$ cat src/rtl/ram_port_arbiter.sv
// Arbitrates the dual-port data RAM between the CPU memory stage and a host/DMA loader.
// Define ARB_PERF_CNT_EN to add saturating grant/stall performance counters.
module ram_port_arbiter #(
  parameter int ADDR_W       = 16,
  parameter int VADDR_W      = 12,
  parameter int DATA_W       = 8,
  parameter int VDATA_W      = 128,
  parameter int STARVE_LIMIT = 4
) (
  input  logic               clk,
  input  logic               reset,
  input  logic               cpu_req,
  input  logic               cpu_we_a,
  input  logic               cpu_we_b,
  input  logic [ADDR_W-1:0]  cpu_addr,
  input  logic [DATA_W-1:0]  cpu_wdata_a,
  input  logic [VDATA_W-1:0] cpu_wdata_b,
  output logic               cpu_stall,
  output logic               cpu_rvalid,
  output logic [DATA_W-1:0]  cpu_rdata_a,
  output logic [VDATA_W-1:0] cpu_rdata_b,
  input  logic               dma_req,
  input  logic               dma_we,
  input  logic [ADDR_W-1:0]  dma_addr,
  input  logic [DATA_W-1:0]  dma_wdata,
  output logic               dma_gnt,
  output logic               dma_rvalid,
  output logic [DATA_W-1:0]  dma_rdata,
  output logic [ADDR_W-1:0]  ram_address_a,
  output logic [VADDR_W-1:0] ram_address_b,
  output logic [DATA_W-1:0]  ram_data_a,
  output logic [VDATA_W-1:0] ram_data_b,
  output logic               ram_wren_a,
  output logic               ram_wren_b,
  input  logic [DATA_W-1:0]  ram_q_a,
`ifdef ARB_PERF_CNT_EN
  output logic [31:0]        perf_cpu_grants,
  output logic [31:0]        perf_dma_grants,
  output logic [31:0]        perf_stall_cycles,
`endif
  input  logic [VDATA_W-1:0] ram_q_b
);

  typedef enum logic {NORMAL, FORCE} state_t;

  localparam logic [7:0] LIMIT = 8'(STARVE_LIMIT);

  state_t     state;
  logic [7:0] starve_cnt;
  logic [7:0] starve_inc;
  logic       starve_hit;
  logic       dma_denied;
  logic       cpu_gnt;
  logic       cpu_vld_p1;
  logic       dma_vld_p1;

  // Grant decode: CPU wins in NORMAL; the FORCE slot belongs to the DMA alone.
  always_comb begin
    cpu_gnt   = 1'b0;
    dma_gnt   = 1'b0;
    cpu_stall = 1'b0;
    if (!reset) begin
      if (state == FORCE) begin
        dma_gnt   = dma_req;
        cpu_stall = cpu_req & dma_req;
      end else begin
        cpu_gnt = cpu_req;
        dma_gnt = dma_req & ~cpu_req;
      end
    end
  end

  assign dma_denied = dma_req & ~dma_gnt;
  assign starve_inc = starve_cnt + 8'd1;
  assign starve_hit = (state == NORMAL) && dma_denied && (starve_inc == LIMIT);

  // RAM port steering; port b always carries CPU fields, only its enable is gated.
  always_comb begin
    ram_address_a = cpu_addr;
    ram_data_a    = cpu_wdata_a;
    ram_address_b = cpu_addr[VADDR_W-1:0];
    ram_data_b    = cpu_wdata_b;
    ram_wren_a    = 1'b0;
    ram_wren_b    = 1'b0;
    if (cpu_gnt) begin
      ram_wren_a = cpu_we_a;
      ram_wren_b = cpu_we_b;
    end else if (dma_gnt) begin
      ram_address_a = dma_addr;
      ram_data_a    = dma_wdata;
      ram_wren_a    = dma_we;
    end
  end

  // Stage p0 -> p1: arbitration state and read-return tags
  always_ff @(posedge clk or posedge reset) begin
    if (reset) begin
      state      <= NORMAL;
      starve_cnt <= 8'd0;
      cpu_vld_p1 <= 1'b0;
      dma_vld_p1 <= 1'b0;
    end else begin
      // A CPU access that leaves port b reading returns data, even alongside a scalar write.
      cpu_vld_p1 <= cpu_gnt & ~cpu_we_b;
      dma_vld_p1 <= dma_gnt & ~dma_we;
      if (starve_hit) begin
        state      <= FORCE;
        starve_cnt <= 8'd0;
      end else begin
        state      <= NORMAL;
        starve_cnt <= dma_denied ? starve_inc : 8'd0;
      end
    end
  end

  // Stage p1: registered RAM output returned to the tagged owner
  assign cpu_rvalid  = cpu_vld_p1;
  assign dma_rvalid  = dma_vld_p1;
  assign cpu_rdata_a = cpu_vld_p1 ? ram_q_a : '0;
  assign cpu_rdata_b = cpu_vld_p1 ? ram_q_b : '0;
  assign dma_rdata   = dma_vld_p1 ? ram_q_a : '0;

`ifdef ARB_PERF_CNT_EN
  function automatic logic [31:0] sat_inc(input logic [31:0] v);
    return (&v) ? v : v + 32'd1;
  endfunction

  always_ff @(posedge clk or posedge reset) begin
    if (reset) begin
      perf_cpu_grants   <= 32'd0;
      perf_dma_grants   <= 32'd0;
      perf_stall_cycles <= 32'd0;
    end else begin
      if (cpu_gnt)   perf_cpu_grants   <= sat_inc(perf_cpu_grants);
      if (dma_gnt)   perf_dma_grants   <= sat_inc(perf_dma_grants);
      if (cpu_stall) perf_stall_cycles <= sat_inc(perf_stall_cycles);
    end
  end
`endif

endmodule
$ cat config.mk
export PLATFORM = sky130hd
export DESIGN_NAME = ram_port_arbiter
export DESIGN_NICKNAME = d
export VERILOG_FILES = /design/src/rtl/ram_port_arbiter.sv
export SDC_FILE = /design/constraint.sdc
export NUM_CORES = 1
export LEC_CHECK = 0
export ABC_AREA = 0
export CAP_MARGIN = 20
export CORE_AREA = 2 2 250 252
export DETAILED_ROUTE_END_ITERATION = 7
export DIE_AREA = 0 0 252 254
export PLACE_DENSITY = 0.41
export SLEW_MARGIN = 40
export SYNTH_ARGS = -nofsm -noshare
export SYNTH_HDL_FRONTEND = slang
export SYNTH_SLANG_ARGS = --single-unit
export TNS_END_PERCENT = 10
$ cat constraint.sdc
create_clock -name clk -period 3.1 [get_ports clk]
set_clock_uncertainty 0.2 [all_clocks]
set_input_delay 0.62 -clock clk [delete_from_list [all_inputs] [get_ports clk]]
set_output_delay 0.62 -clock clk [all_outputs]
set_load 0.02 [all_outputs]
==> flow_summary.yaml, run 1 <==
run_status:
  run_status: "finished, final reports clean"
synthesis:
  ys_seq_area_share_pct: 9.37
  netlist_area_um2: 2940
  synth_ff_type: "dfrtp_1"
  synth-edff-count: 0
  async_flop_share_pct: 100
  syn_inst: 390
  ys_types: 34
  syn_avg_cell_area_um2: 7.53
  synth_nets: 711
  ys_warn_count: 0
  synth_seq_cells: 11
power:
  netSwitchingPower_w: 0.000318
  switching_share_pct: 31.3
  power_frac_clock_pct: 23.3
  p_leak_nw: 2.36
  p_int_w: 0.000697
  power_density_nw_per_um2: 153
  pwr-share-comb_pct: 61.1
  ir_worst_vdd_mv: 0.124
  p_seq_share_pct: 15.7
final_layout:
  drive_gt1_share_pct: 10.9
  final_common_cell: "clkdlybuf4s50_1"
  area_growth_pct: 126
  final_util_pct: 10.9
  antennaDiodeCount: 0
  finalNetCount: 947
  layout_common_cells: "clkdlybuf4s50_1 (350), and2_1 (147), mux2_2 (23), clkbuf_2 (22), buf_4 (12)"
  final_cells: 1415
  fillers: 7071
route:
  postRouteAntennaNets: 0
  wl_um: 20500
  drtIter0Drc: 114
  drt_first_pass_iters: 4
  vias: 3505
  drc: 0
  viasPerCell: 2.48
  routedWlPerCell_um: 14.5
floorplanning:
  ioPinCount: 633
  die_y_um: 254
  die_area_um2: 64000
  die-width_um: 252
  fp-row-count: 91
  core_um2: 61300
  initial_core_util_pct: 4.79
timing:
  worstMarginPinSlew_ns: 0.527
  grt_setup_unrepaired: "true"
  fmax_mhz: 327
  finalSetupViolations: 0
  hold_viol_final: 0
  max-slew-margin-rel_pct: 64.9
  min_period_over_period_pct: 98.5
  fin_crit_ns: 3.05
  drv_slew: 0
  fin_ws_ns: 0.0455
cts:
  clk_pin_slew_ns: 0.04
  cts_buffers: 3
  root_buffer: "clkbuf_16"
  htree_levels: 1
  insertion_delay_ns: 0.24
  max-clock-path-buffers: 2
  clkSinkCount: 11
  cts_tree: "built"
place:
  io_buffers: 376
  place_inst: 1411
  dpl.hpwl_um: 18000
  preCtsSetupSlack_ns: -0.220
  gp_congestion: 0.803
global_routing:
  grt_overflow_total: 0
  grt_max_degree: 49
  antenna_found_initial: 1
  grt_pass1_wl_um: 26200
  grt_pass1_vias: 3678
  track_usage_pct: 5.74
worst_hold_path:
  worstHoldPathType: "reg -> reg"
setup_path:
  worst-r2r-setup-slack_ns: 1.21
  cp_cell_sequence: "clkdlybuf4s50_1 > nor2b_2 > nor2_1 > nand2_2 > buf_12 > mux2_2 > clkdlybuf4s15_1"
  arrival_ns: 2.23
  setup.worst_path.end_class: "output pin"
  max_stage_delay_ns: 0.47
  crit_type: "in -> out"
  cp_slowest_cell: "clkdlybuf4s50_1"
  critical_path_required_ns: 2.28
  cp-start-kind: "primary input"
  path_max_fanout: 26
run:
  cap_viol_max_count: 0
-- path summary, 6_finish.rpt --
check	from	end	cells past startpoint
max reg2reg	starve_cnt[0]$_DFF_PP0_	state$_DFF_PP0_	5
max	cpu_req	ram_address_a[7]	7
min reg2reg	state$_DFF_PP0_	cpu_rvalid$_DFF_PP0_	1
min in group asynchronous	reset	cpu_rvalid$_DFF_PP0_	4
min	state$_DFF_PP0_	cpu_rvalid$_DFF_PP0_	1
max in group asynchronous	reset	cpu_rvalid$_DFF_PP0_	4
-- power groups by stage --
stage	clock, W	sequential, W	combinational, W
2_1_floorplan	0	0.000153	0.000450
3_3_place_gp	0	0.000162	0.000648
3_5_place_dp	0	0.000163	0.000646
4_1_cts	0.000242	0.000160	0.000633
5_1_grt	0.000250	0.000161	0.000656
6_report	0.000237	0.000159	0.000620
-- per-layer routing --
layer / vias to the layer above / GRT usage [%] / wire [um] / part of all wire (%)
li1: 1551 / - / - / -
met1: 1501 / 5.46 / 6860 / 33
met2: 440 / 9.39 / 9240 / 45
met3: 11 / 5.05 / 4110 / 20
met4: 2 / 0.913 / 265 / 1.3
met5: - / 0.695 / 56 / 0.27
-- synth_stat cells, drive strengths merged (3+ instances only) --
master	n	area, um^2
a21oi	4	20.0
and2	147	920
buf	145	1090
clkbuf	13	48.8
dfrtp	11	275
mux2	24	270
nand2	5	21.3
nor2	10	37.5
xnor2	4	35.0
xor2	3	26.3
-- what timing repair did --
action                                  CTS  global route
gates resized for setup                  24            46
hold buffers                              0             0
hold endpoints to repair                  0             0
buffers inserted                          0             0
cloned                                    0             0
endpoints found under the setup margin   23            25
-- metrics by stage --
step | hold WS [ns] | TNS (ns) | cell area, um^2 | total power, W
2_1_floorplan | 0.276 | 0 | 2940 | 0.000603
3_3_place_gp | 0.373 | -5.15 | 6680 | 0.000810
3_5_place_dp | 0.362 | -4.50 | 6680 | 0.000808
4_1_cts | 0.380 | 0 | 6730 | 0.00104
5_1_grt | 0.419 | -0.0612 | 6650 | 0.00107
6_report | 0.385 | 0 | 6650 | 0.00102
-- registers in the layout (all words and copies together), names as in the netlist --
| register | flops |
|---|---|
| dma_rvalid | 1 |
| state | 1 |
| starve_cnt | 8 |
| cpu_rvalid | 1 |
-- final cells by class --
class,count,area [um^2],share of cell area [%]
inverter,2,7.51,0.113
timing repair buffer,389,3780,56.8
sequential,11,279,4.20
multi-input combinational,219,1520,22.8
clock buffer,4,78.8,1.19
tap,790,988,14.9
-- worst max-delay path, delay by kind of cell --
kind / cells / cell delay (ns)
muxes: 1 / 0.36
buffers and inverters: 3 / 0.95
and+or+nand+nor: 3 / 0.29
-- logic make-up after synthesis --
kind of cell	Yosys count	synth area share, %
muxes	24	9.20
xor gates and xnor gates	7	2.09
and+or+nand+nor	175	36.9
AOI/OAI and AO/OA	11	2.60
DFF	11	9.37
adders and majority gates	2	0.852
buffers and inverters	160	38.9
Power figures use the tool's default switching activity.
==> run 2: changes to the inputs <==
--- a/config.mk
+++ b/config.mk
@@ -8,6 +8,7 @@
 export ABC_AREA = 0
 export CAP_MARGIN = 20
 export CORE_AREA = 2 2 250 252
+export CTS_CLUSTER_SIZE = 8
 export DETAILED_ROUTE_END_ITERATION = 7
 export DIE_AREA = 0 0 252 254
 export PLACE_DENSITY = 0.41
==> results of run 2 <==
The final DEF is identical to that of run 1; final timing and power are the same.
==> run 3: changes to the inputs <==
--- a/config.mk
+++ b/config.mk
@@ -11,6 +11,7 @@
 export CTS_CLUSTER_SIZE = 8
 export DETAILED_ROUTE_END_ITERATION = 7
 export DIE_AREA = 0 0 252 254
+export GPL_TIMING_DRIVEN = 1
 export PLACE_DENSITY = 0.41
 export SLEW_MARGIN = 40
 export SYNTH_ARGS = -nofsm -noshare
==> results of run 3 <==
The final DEF is identical to that of run 1; final timing and power are the same.
